**config.mk**
```make
export PLATFORM = sky130hd
export DESIGN_NAME = wptr_handler
export DESIGN_NICKNAME = d
export VERILOG_FILES = /design/src/rtl/fifo_pkg.sv /design/src/rtl/sync_2ff.sv /design/src/rtl/wptr_handler.sv
export SDC_FILE = /design/constraint.sdc
export NUM_CORES = 1
export LEC_CHECK = 0
export ABC_CLOCK_PERIOD_IN_PS = 1900
export BUFFER_PORTS_ARGS = -buffer_cell sky130_fd_sc_hd__buf_2
export CORE_ASPECT_RATIO = 0.9
export CORE_MARGIN = 2
export CORE_UTILIZATION = 44
export DETAILED_ROUTE_END_ITERATION = 16
export GPL_TIMING_DRIVEN = 0
export PLACE_DENSITY = 0.79
export SETUP_SLACK_MARGIN = 0.05
export SLEW_MARGIN = 10
export SYNTH_ARGS = -nofsm -noshare
export SYNTH_HDL_FRONTEND = slang
export SYNTH_HIERARCHICAL = 1
export SYNTH_SLANG_ARGS = --single-unit
```
**constraint.sdc**
```tcl
create_clock -name wclk -period 1.9 [get_ports wclk]
set_input_delay 0.19 -clock wclk [delete_from_list [all_inputs] [get_ports wclk]]
set_output_delay 0.19 -clock wclk [all_outputs]
set_load 0.03 [all_outputs]
```
**src/rtl/fifo_pkg.sv**
```systemverilog
// fifo_pkg: shared pointer width default and Gray/binary conversion helpers for the FIFO pointer handlers.
package fifo_pkg;
  localparam int DEF_PTR_WIDTH = 3;
  function automatic logic [31:0] bin2gray(input logic [31:0] b);
    return b ^ (b >> 1);
  endfunction
  function automatic logic [31:0] gray2bin(input logic [31:0] g);
    logic [31:0] b;
    b = '0;
    for (int i = 0; i < 32; i++) b[i] = ^(g >> i);
    return b;
  endfunction
endpackage

```
**src/rtl/sync_2ff.sv**
```systemverilog
// sync_2ff: two-flop synchronizer bringing a Gray-coded bus into the wclk domain.
module sync_2ff #(
  parameter int WIDTH = 4
) (
  input  logic             wclk,
  input  logic             wrst,
  input  logic [WIDTH-1:0] d,
  output logic [WIDTH-1:0] q
);
  logic [WIDTH-1:0] meta;
  always_ff @(posedge wclk) begin
    if (wrst) begin
      meta <= '0;
      q    <= '0;
    end else begin
      meta <= d;
      q    <= meta;
    end
  end
endmodule

```
**src/rtl/wptr_handler.sv**
```systemverilog
// wptr_handler: FIFO write-side pointer, Gray export, full/almost-full/level flags and sticky overflow.
module wptr_handler
  import fifo_pkg::*;
#(
  parameter int PTR_WIDTH      = DEF_PTR_WIDTH,
  parameter int ALMOST_FULL_TH = 2**PTR_WIDTH - 2
) (
  input  logic                 wclk,
  input  logic                 wrst,
  input  logic                 w_en,
  input  logic [PTR_WIDTH:0]   g_rptr,
  output logic [PTR_WIDTH-1:0] waddr,
  output logic [PTR_WIDTH:0]   b_wptr,
  output logic [PTR_WIDTH:0]   g_wptr,
  output logic                 full,
  output logic                 almost_full,
  output logic [PTR_WIDTH:0]   wlevel,
  output logic                 overflow
);
  localparam int AW = PTR_WIDTH + 1;
  logic [AW-1:0] g_rptr_s, b_wptr_next, g_wptr_next, level_next;
  logic          full_next;
  sync_2ff #(.WIDTH(AW)) u_sync (.wclk(wclk), .wrst(wrst), .d(g_rptr), .q(g_rptr_s));
  assign waddr = b_wptr[PTR_WIDTH-1:0];
  // Full when the next write pointer is one lap ahead of the synced read pointer (top two Gray bits inverted).
  always_comb begin
    b_wptr_next = b_wptr + AW'(w_en & ~full);
    g_wptr_next = AW'(bin2gray(32'(b_wptr_next)));
    full_next   = g_wptr_next == {~g_rptr_s[AW-1:AW-2], g_rptr_s[AW-3:0]};
    level_next  = b_wptr_next - AW'(gray2bin(32'(g_rptr_s)));
  end
  always_ff @(posedge wclk) begin
    if (wrst) begin
      b_wptr      <= '0;
      g_wptr      <= '0;
      full        <= 1'b0;
      almost_full <= 1'b0;
      wlevel      <= '0;
      overflow    <= 1'b0;
    end else begin
      b_wptr      <= b_wptr_next;
      g_wptr      <= g_wptr_next;
      full        <= full_next;
      almost_full <= 32'(level_next) >= ALMOST_FULL_TH;
      wlevel      <= level_next;
      overflow    <= overflow | (w_en & full);
    end
  end
endmodule

```
=== After elaboration in Yosys (flattened, before gate mapping) ===
Cells that the tools add are included.

* $add $sub $neg: 2
* Reductions and logical operators: 4
* Bitwise gates (word level): 6
* Equal/unequal tests: 1
* Order comparisons: 1

{| class="wikitable"
|+ Operator list
! operator !! count
|-
| parity 32 bit || 4
|-
| adder 4 bit || 1
|-
| AND 1 x 4 -> 4 bit || 1
|-
| equality test 4 bit || 1
|-
| >= comparator 4 x 3 -> 1 bit, second input constant || 1
|-
| inverter 1 -> 4 bit || 1
|-
| subtractor 4 bit || 1
|-
| bitwise XOR 4 x 3 -> 4 bit || 1
|-
| inverter 2 bit || 1
|-
| AND 1 bit || 1
|-
| OR 1 bit || 1
|}

* Register bits: 23
* Output and inout port bits: 18
* Input port bits: 7
* Logic and storage cells: 22

=== Depth between registers and ports, before layout ===
Gate-level depths: netlist (run 1).

* Depth in word-level cells: 5
* Gate-level depth with buffers: 9
* Depth with buffers taken out: 9

=== Cells and area by module ===
Netlist (run 1), hierarchy kept.

{| class="wikitable"
|+ Modules (own cells, without submodules)
! module !! times used !! area an instance (um^2) !! seq. area each (um^2) !! cells an instance
|-
| wptr_handler || 1 || 665.6 || 280.3 || 64
|-
| sync_2ff || 1 || 210.2 || 160.2 || 16
|}

=== Least setup slack after synthesis (run 1) ===
Ideal clock, no wire load.

* Path type: register to register
* From: reg full
* To: reg almost_full
* Slack: -0.340 ns
* Library setup time: 0.070 ns
* Cell stages (with the launch flop): 9
* Clock period less this slack: 2.240 ns
* Arrival: 2.171 ns
* Required time: 1.830 ns
* Cells stage by stage: dfxtp_1 > nor2b_1 > ha_1 > ha_1 > inv_1 > fa_1 > xor2_1 > or2_2 > a21oi_1

* Cells in the longest elaborated chain, start to end: 5

{| class="wikitable"
|+ RTL lines
! item !! line !! source
|-
| start: declaration || wptr_handler.sv:15 || <nowiki>output logic full,</nowiki>
|-
| start signal: assignment || wptr_handler.sv:43 || <nowiki>full <= full_next;</nowiki>
|-
| inverter 1 -> 4 bit || wptr_handler.sv:27 || <nowiki>b_wptr_next = b_wptr + AW'(w_en & ~full);</nowiki>
|-
| AND 1 x 4 -> 4 bit || wptr_handler.sv:27 ||
|-
| adder 4 bit || wptr_handler.sv:27 ||
|-
| via b_wptr_next[1] || wptr_handler.sv:21 || <nowiki>logic [AW-1:0] g_rptr_s, b_wptr_next, g_wptr_next, level_next;</nowiki>
|-
| subtractor 4 bit || wptr_handler.sv:30 || <nowiki>level_next = b_wptr_next - AW'(gray2bin(32'(g_rptr_s)));</nowiki>
|-
| >= comparator 4 x 3 -> 1 bit || wptr_handler.sv:44 || <nowiki>almost_full <= 32'(level_next) >= ALMOST_FULL_TH;</nowiki>
|-
| end signal: assignment || wptr_handler.sv:37 || <nowiki>almost_full <= 1'b0;</nowiki>
|-
| end signal: assignment || wptr_handler.sv:44 ||
|-
| end: declaration || wptr_handler.sv:16 || <nowiki>output logic almost_full,</nowiki>
|}

The timed path passes the listed nets, and every way through them passes these cells.
A chain may end at the register's enable or synchronous reset.

=== Worst setup path in the final report (run 1) ===
* From: reg u_sync.q[2]
* To: reg almost_full

* Cells in the longest elaborated chain, start to end: 3

{| class="wikitable"
|+ RTL lines
! item !! line !! source
|-
| start: declaration || sync_2ff.sv:8 || <nowiki>output logic [WIDTH-1:0] q</nowiki>
|-
| start signal: assignment || sync_2ff.sv:17 || <nowiki>q <= meta;</nowiki>
|-
| parity 32 bit || fifo_pkg.sv:10 || <nowiki>for (int i = 0; i < 32; i++) b[i] = ^(g >> i);</nowiki>
|-
| subtractor 4 bit (*) || wptr_handler.sv:30 ||
|-
| >= comparator 4 x 3 -> 1 bit (*) || wptr_handler.sv:44 ||
|}

Every way passes the cells marked *; elsewhere a longest branch is shown, timed or not.

==> run summary, run 1 <==
### Outcome
* result of the run: finished with violations
* violations in the final reports: negative setup slack

### Yosys
* post-synthesis cell count: 80
* main combinational cell family by area after synthesis: XOR/XNOR gates
* Synthesis Warnings: 6
* Yosys reg bits: 22
* post-synthesis instance area: 875.8 um^2
* mux cell area share after synthesis: 0
* post-synthesis share of cell area spent on full adders, half adders and majority gates: 0.09429
* Yosys cell types: 19
* post-synthesis compound-gate area fraction: 0.04000
* simple logic cell fraction of the synthesized area: 0.1486
* sequential fraction of the synthesis area: 0.5029
* Mapped Avg Cell Area: 10.95 um^2
* synthesized net count: 93
* fraction of synthesized cell area in xor and xnor cells: 0.1629

### Routing
* DR vias/cell: 4.379
* routed vias: 613
* number of detailed-route iterations in the first pass: 4
* Antenna Nets Post-Route: 0
* total DRC errors in the routed layout: 0
* Routed WL per cell: 10.64 um
* violation count after the first detailed-route iteration: 2
* total wire length: 1490 um

### Global route
* initial antenna violation count: 0
* Remaining Overflow, GRT: 0
* maximum number of pins on one net before global-route repair: 14
* total global-route track usage: 0.1399
* vias in the first global route: 559
* global-route wire length before repair: 2318 um

### Worst setup path
* required time worst endpoint: 2.15 ns
* CP Capture Type: register
* endpoint arrival time on the critical path: 2.25 ns
* maximum fanout encountered on the critical timing path: 2
* cell family contributing the most delay on the critical path: adder cells
* endpoint of the worst register-to-register path: almost_full$_SDFF_PP0_
* Register-to-Register Path Depth: 7
* worst path bufs/invs: 0
* ordered cell list for the critical path: xnor2_4 > xor2_2 > xnor2_1 > ha_2 > fa_2 > or2_4 > a21oi_2
* setup slack of the most critical reg-to-reg path: -0.10 ns
* Worst path slowest cell: sky130_fd_sc_hd__fa_2
* reg2reg start: u_sync/q[2]$_SDFF_PP0_
* critical path type: reg -> reg
* sort of element at the start of the critical path: register
* maximum cell stage delay along the critical path: 0.45 ns
* critical path launch point: u_sync/q[2]$_SDFF_PP0_

### Clock tree
* buffer type at the clock tree root: sky130_fd_sc_hd__clkbuf_4
* CTS clock-pin slew for the worst setup and hold paths: 0.12 ns
* H-tree depth: 1
* clock tree buffer depth: 2
* clock tree from TritonCTS: built
* insertion delay to the later sink of the worst-skew pair: 0.30 ns
* CTS buffer count: 3
* number of clock sinks: 22

### Floorplan
* Die Wd: 51.03 um
* die area: 2364 um^2
* floorplan row count: 15
* number of top-level pins: 25
* Core Footprint: 1896 um^2
* initial cell density of the core: 0.4620
* floorplan die height: 46.33 um

### Power and ir drop
* Pwr per Cell Area: 863.6 nW/um^2
* power dissipated by switching net loads: 0.3442 mW
* fraction of power consumed by combinational cells: 0.316
* total power: 1.074 mW
* maximum vdd drop: 0.0004366 V
* Leakage: 0.5733 nW
* part of the total power dissipated in the clock network: 0.200
* internal power of the cells: 0.7299 mW
* switching fraction of total power: 0.3205
* part of the power in registers: 0.484

### Layout
* sequential cell area in the final layout: 447.9 um^2
* number of diodes: 0
* multi-input logic area: 520.5 um^2
* layout overhead on the synthesized area: 42.00%
* Final Non-Filler Cells: 140
* # nets final: 129
* share of layout cells above drive strength 1: 0.5304
* fill cell total of the finished layout: 145

### STA
* maximum clock frequency: 0.4989 GHz
* final setup margin: -0.1042 ns
* Setup Viol. Count Final: 3
* Tmin final: 2.004 ns
* Slew HR: 0.7158
* Final Hold Vio Count: 0
* final count of pins violating max slew: 0
* worst-case clock skew: 0.004631 ns
* final clock period utilization by the worst path: 1.055
* worst slew pin tran: 0.4263 ns
* RSZ-0062 raised after global routing: true

### Placed design
* Routability Congestion: 0.7421
* Final HPWL DP: 1034 um
* worst setup slack before clock tree synthesis: -0.1834 ns
* placed instance count: 129
* port bufs: 24

### Min path
* Hold Path Class: in -> reg
* endpoint of the worst hold-timing path: u_sync/meta[0]$_SDFF_PP0_
* origin of the worst min-delay path: g_rptr[0]
* Hold Path Stages: 2

### Flow run
* number of max-capacitance violations reported: 0

-- repair_timing --
item,in CTS,in global routing
gates resized for setup,5,7
endpoints found under the setup margin,5,5
setup buffers,6,1
pin swaps,8,5
hold buffers,0,0
-- layout make-up --
type | count | share of cell area
inverters | 3 | 0.009054
multi-input cells | 50 | 0.4185
repair buffers | 31 | 0.1388
well taps | 25 | 0.02515
flip-flops and latches | 22 | 0.3602
clock buffers | 4 | 0.02113
plain buffers | 5 | 0.02716
-- logic make-up (layout without fill, tap and decap cells) --
logic type / Yosys count / count (layout)
fa+ha+maj: 6 / 6
compound gates: 5 / 5
xor+xnor: 13 / 13
flops: 22 / 22
buf+inv: 8 / 43
simple gates: 26 / 26
-- worst reg2reg max path, stage by stage, from the launching register on --
cell and delay (ns):
sky130_fd_sc_hd__dfxtp_2 0.38, sky130_fd_sc_hd__xnor2_4 0.21, sky130_fd_sc_hd__xor2_2 0.18, sky130_fd_sc_hd__xnor2_1 0.15, sky130_fd_sc_hd__ha_2 0.23, sky130_fd_sc_hd__fa_2 0.45, sky130_fd_sc_hd__or2_4 0.26, sky130_fd_sc_hd__a21oi_2 0.10
-- cells in the mapped netlist (all sizes together) --
cell,number,share of area
a21oi,3,0.017
o21ai,1,0.0057
nand3,2,0.011
or3,1,0.0071
nand2,1,0.0043
fa,1,0.023
xor2,6,0.077
clkbuf,1,0.0043
ha,5,0.071
or2,1,0.0071
xnor3,1,0.026
nor2b,10,0.071
a2111oi,1,0.017
dfxtp,22,0.50
nor2,11,0.047
xnor2,6,0.060
buf,4,0.034
inv,3,0.013
-- cell usage in the layout (no fill, tap or decap), types with 2 or more instances in the layout --
| cell type | n |
|---|---|
| sky130_fd_sc_hd__a21oi_2 | 2 |
| sky130_fd_sc_hd__buf_2 | 24 |
| sky130_fd_sc_hd__buf_4 | 11 |
| sky130_fd_sc_hd__clkbuf_1 | 2 |
| sky130_fd_sc_hd__clkbuf_4 | 3 |
| sky130_fd_sc_hd__dfxtp_1 | 18 |
| sky130_fd_sc_hd__dfxtp_2 | 3 |
| sky130_fd_sc_hd__ha_2 | 2 |
| sky130_fd_sc_hd__ha_4 | 2 |
| sky130_fd_sc_hd__inv_1 | 3 |
| sky130_fd_sc_hd__nand3_1 | 2 |
| sky130_fd_sc_hd__nor2_1 | 11 |
| sky130_fd_sc_hd__nor2b_1 | 9 |
| sky130_fd_sc_hd__xnor2_1 | 3 |
| sky130_fd_sc_hd__xnor2_2 | 2 |
| sky130_fd_sc_hd__xor2_2 | 4 |
-- through the flow --
step | util | cell area (um^2) | setup TNS (ns) | hold WS [ns]
2_1_floorplan | - | 927.1 | -0.1484 | 0.2524
3_3_place_gp | 0.5690 | 1079 | -0.3242 | 0.3966
3_5_place_dp | 0.5690 | 1079 | -0.4600 | 0.4029
4_1_cts | 0.6238 | 1182 | -0.2694 | 0.07411
5_1_grt | 0.6561 | 1244 | -0.5933 | 0.07613
6_report | 0.6561 | 1244 | -0.2119 | 0.08897
-- power by group through the flow --
stage / Combinational [mW] / Sequential, mW / Clock (mW)
after floorplan: 0.155 / 0.599 / 0
after global placement: 0.287 / 0.527 / 0
after detailed placement: 0.295 / 0.529 / 0
after CTS: 0.317 / 0.519 / 0.220
after global routing: 0.372 / 0.524 / 0.240
final: 0.339 / 0.520 / 0.215
-- how the worst max path moves through the flow --
stage / endpoint / slack [ns] / cells after the start
5_1_grt: almost_full$_SDFF_PP0_ / -0.20 / 9
6_report: almost_full$_SDFF_PP0_ / -0.10 / 7
3_5_place_dp: almost_full$_SDFF_PP0_ / -0.18 / 7
2_1_floorplan: almost_full$_SDFF_PP0_ / -0.06 / 7
4_1_cts: full$_SDFF_PP0_ / -0.12 / 7
3_3_place_gp: almost_full$_SDFF_PP0_ / -0.16 / 7
-- per-layer routing --
metal	share of wire	vias to the layer above	track usage	routed length [um]
li1	-	316	-	-
met4	0.0074	0	0.09730	11
met3	0.047	2	0.03896	70
met1	0.43	275	0.1556	648
met2	0.51	20	0.2364	759
met5	0	-	0	0
-- sequential cells by signal, summed over array words and instances (netlist names) --
| signal | flops |
|---|---|
| almost_full | 1 |
| g_wptr | 3 |
| u_sync/q | 4 |
| u_sync/meta | 4 |
| b_wptr | 4 |
| full | 1 |
| overflow | 1 |
| wlevel | 4 |
(Power assumes the default switching activity.)
==> run 2: changes to the inputs <==
REMOVE_ABC_BUFFERS = 1   (was unset)
SYNTH_HIERARCHICAL = unset   (was 1)
==> run summary, run 2 <==
### Yosys
* Yosys cell types: 19
* most common cell in the netlist: sky130_fd_sc_hd__dfxtp_1
* share of async-settable or async-resettable flops after synthesis: 0
* Synthesis Warnings: 0
* Mapped Avg Cell Area: 10.86 um^2
* leading cell types by total area after synthesis: sky130_fd_sc_hd__dfxtp_1 (50%), sky130_fd_sc_hd__ha_1 (7.1%), sky130_fd_sc_hd__nor2b_1 (7.1%)
* number of flops mapped to enable cells by yosys: 0
* synth cell count leaders: sky130_fd_sc_hd__dfxtp_1 (22), sky130_fd_sc_hd__nor2_1 (11), sky130_fd_sc_hd__nor2b_1 (10)
* post-synthesis cell count: 81
* predominant post-synthesis flop cell: sky130_fd_sc_hd__dfxtp_1
* post-synthesis instance area: 879.6 um^2
* sequential fraction of the synthesis area: 0.5007
* largest area contributor in the netlist: sky130_fd_sc_hd__dfxtp_1
* area share of the largest cell type after synthesis: 0.5007
* Yosys reg bits: 22

### Power and ir drop
* switching fraction of total power: 0.3106
* Pwr per Cell Area: 921.8 nW/um^2
* fraction of power consumed by combinational cells: 0.303
* internal power of the cells: 0.7609 mW
* power dissipated by switching net loads: 0.3428 mW
* Leakage: 0.5608 nW
* part of the power in registers: 0.469
* part of the total power dissipated in the clock network: 0.228
* maximum vdd drop: 0.0004529 V

### Layout
* leading cell type in the layout, fill and taps excluded: sky130_fd_sc_hd__buf_2
* layout overhead on the synthesized area: 36.13%
* Final Non-Filler Cells: 138
* most frequent cells in the layout: sky130_fd_sc_hd__buf_2 (24), sky130_fd_sc_hd__dfxtp_1 (19), sky130_fd_sc_hd__nor2_1 (11), sky130_fd_sc_hd__nor2b_1 (10), sky130_fd_sc_hd__buf_4 (9)
* number of diodes: 0
* share of layout cells above drive strength 1: 0.4779
* # nets final: 127
* fin area: 1197 um^2

### STA
* aggregate negative setup slack: -0.1470 ns
* worst slew pin tran: 0.3763 ns
* final clock period utilization by the worst path: 1.053
* WHS: 0.07790 ns
* Tmin final: 2.000 ns
* final setup margin: -0.09984 ns
* Setup Viol. Count Final: 3
* RSZ-0062 raised after global routing: true
* worst-case clock skew: 0.003429 ns
* final count of pins violating max slew: 0
* maximum clock frequency: 0.5000 GHz
* Slew HR: 0.7492
* Final Hold Vio Count: 0

### Min path
* Hold Path Class: in -> reg
* Hold Path Stages: 2

### Global route
* global-route wire length before repair: 2470 um
* maximum number of pins on one net before global-route repair: 23
* Remaining Overflow, GRT: 0
* vias in the first global route: 542
* initial antenna violation count: 0
* total global-route track usage: 0.1507

### Clock tree
* insertion delay to the later sink of the worst-skew pair: 0.31 ns
* number of hold buffers added after cts: 0
* clock tree from TritonCTS: built
* number of clock sinks: 22
* CTS buffer count: 3
* CTS clock-pin slew for the worst setup and hold paths: 0.11 ns
* clock tree buffer depth: 2
* H-tree depth: 1
* buffer type at the clock tree root: sky130_fd_sc_hd__clkbuf_4

### Outcome
* violations in the final reports: negative setup slack
* result of the run: finished with violations

### Routing
* Routed WL per cell: 11.10 um
* DR vias/cell: 4.587
* routed vias: 633
* Antenna Nets Post-Route: 0
* number of detailed-route iterations in the first pass: 4
* total wire length: 1532 um
* total DRC errors in the routed layout: 0
* violation count after the first detailed-route iteration: 17

### Floorplan
* number of top-level pins: 25
* floorplan row count: 15
* Die Wd: 51.13 um
* die area: 2373 um^2
* Core Footprint: 1896 um^2
* floorplan die height: 46.42 um
* initial cell density of the core: 0.4640

### Placed design
* Final HPWL DP: 943.3 um
* port bufs: 24
* placed instance count: 124
* area of placed instances: 993.5 um^2
* Routability Congestion: 0.7209

### Worst setup path
* maximum fanout encountered on the critical timing path: 2
* Register-to-Register Path Depth: 7
* sort of element at the start of the critical path: register
* Worst path slowest cell: sky130_fd_sc_hd__fa_2
* critical path type: reg -> reg
* endpoint arrival time on the critical path: 2.25 ns
* ordered cell list for the critical path: xnor2_4 > xor2_2 > xnor2_1 > ha_2 > fa_2 > or2_4 > a21oi_2
* maximum cell stage delay along the critical path: 0.45 ns
* required time worst endpoint: 2.15 ns
* CP Capture Type: register

### Flow run
* number of max-capacitance violations reported: 0

run 2: path summary, 6_finish.rpt:
| path | startpoint | endpoint | slack, ns |
|---|---|---|---|
| worst min register to register | u_sync.meta[2]$_SDFF_PP0_ | u_sync.q[2]$_SDFF_PP0_ | 0.44 |
| worst min-delay path | g_rptr[0] | u_sync.meta[0]$_SDFF_PP0_ | 0.08 |
| worst max-delay path | u_sync.q[2]$_SDFF_PP0_ | almost_full$_SDFF_PP0_ | -0.1 |
| worst max register to register | u_sync.q[2]$_SDFF_PP0_ | almost_full$_SDFF_PP0_ | -0.1 |
run 2: through the flow:
stage               total power [mW]  setup slack (ns)    util
global placement              0.7847           -0.2616  0.5241
CTS                            1.099           -0.1229  0.6099
detailed placement            0.7924           -0.3120  0.5241
floorplan                     0.7233           -0.4043       -
finish                         1.104          -0.09984  0.6317
global route                   1.177           -0.1958  0.6317
run 2: cell type report:
type                    instances  area (um^2)
clock buffers                   4        36.28
inverters                       3        11.26
fillers                       161        698.2
well taps                      25        31.28
multi-input cells              50        470.5
repair buffers                 34        198.9
flip-flops and latches         22        449.2
run 2: power groups by stage:
stage	combinational (mW)	sequential (mW)	clock [mW]
4_1_cts	0.315	0.518	0.266
3_5_place_dp	0.265	0.528	0
6_report	0.334	0.518	0.252
3_3_place_gp	0.259	0.526	0
5_1_grt	0.369	0.523	0.285
2_1_floorplan	0.116	0.607	0
run 2: logic make-up after synthesis:
kind of cell	after synthesis	synth area share
xor+xnor	13	0.1622
buf+inv	9	0.05548
fa+ha+maj	6	0.09388
compound gates	5	0.03981
flops	22	0.5007
simple gates	26	0.1479
run 2: layer usage:
layer	GRT usage	up-vias	part of all wire
li1	-	312	-
met1	0.1805	292	0.45
met2	0.2364	26	0.47
met3	0.03896	3	0.054
met4	0.1135	0	0.023
met5	0	-	0
run 2: repair_timing:
action                                 4_1_cts  5_1_grt
cloned                                       0        0
gates resized for setup                     14        5
setup endpoints to repair                    5        5
endpoints found under the hold margin        0        0
pin swaps                                    9        5
buffers inserted                             8        2
run 2: worst max-delay path, delay by kind of cell (launching register included):
family,cells,cell delay [ns]
simple gates,1,0.24
fa+ha+maj,2,0.68
xor+xnor,3,0.54
compound gates,1,0.10
flops,1,0.38
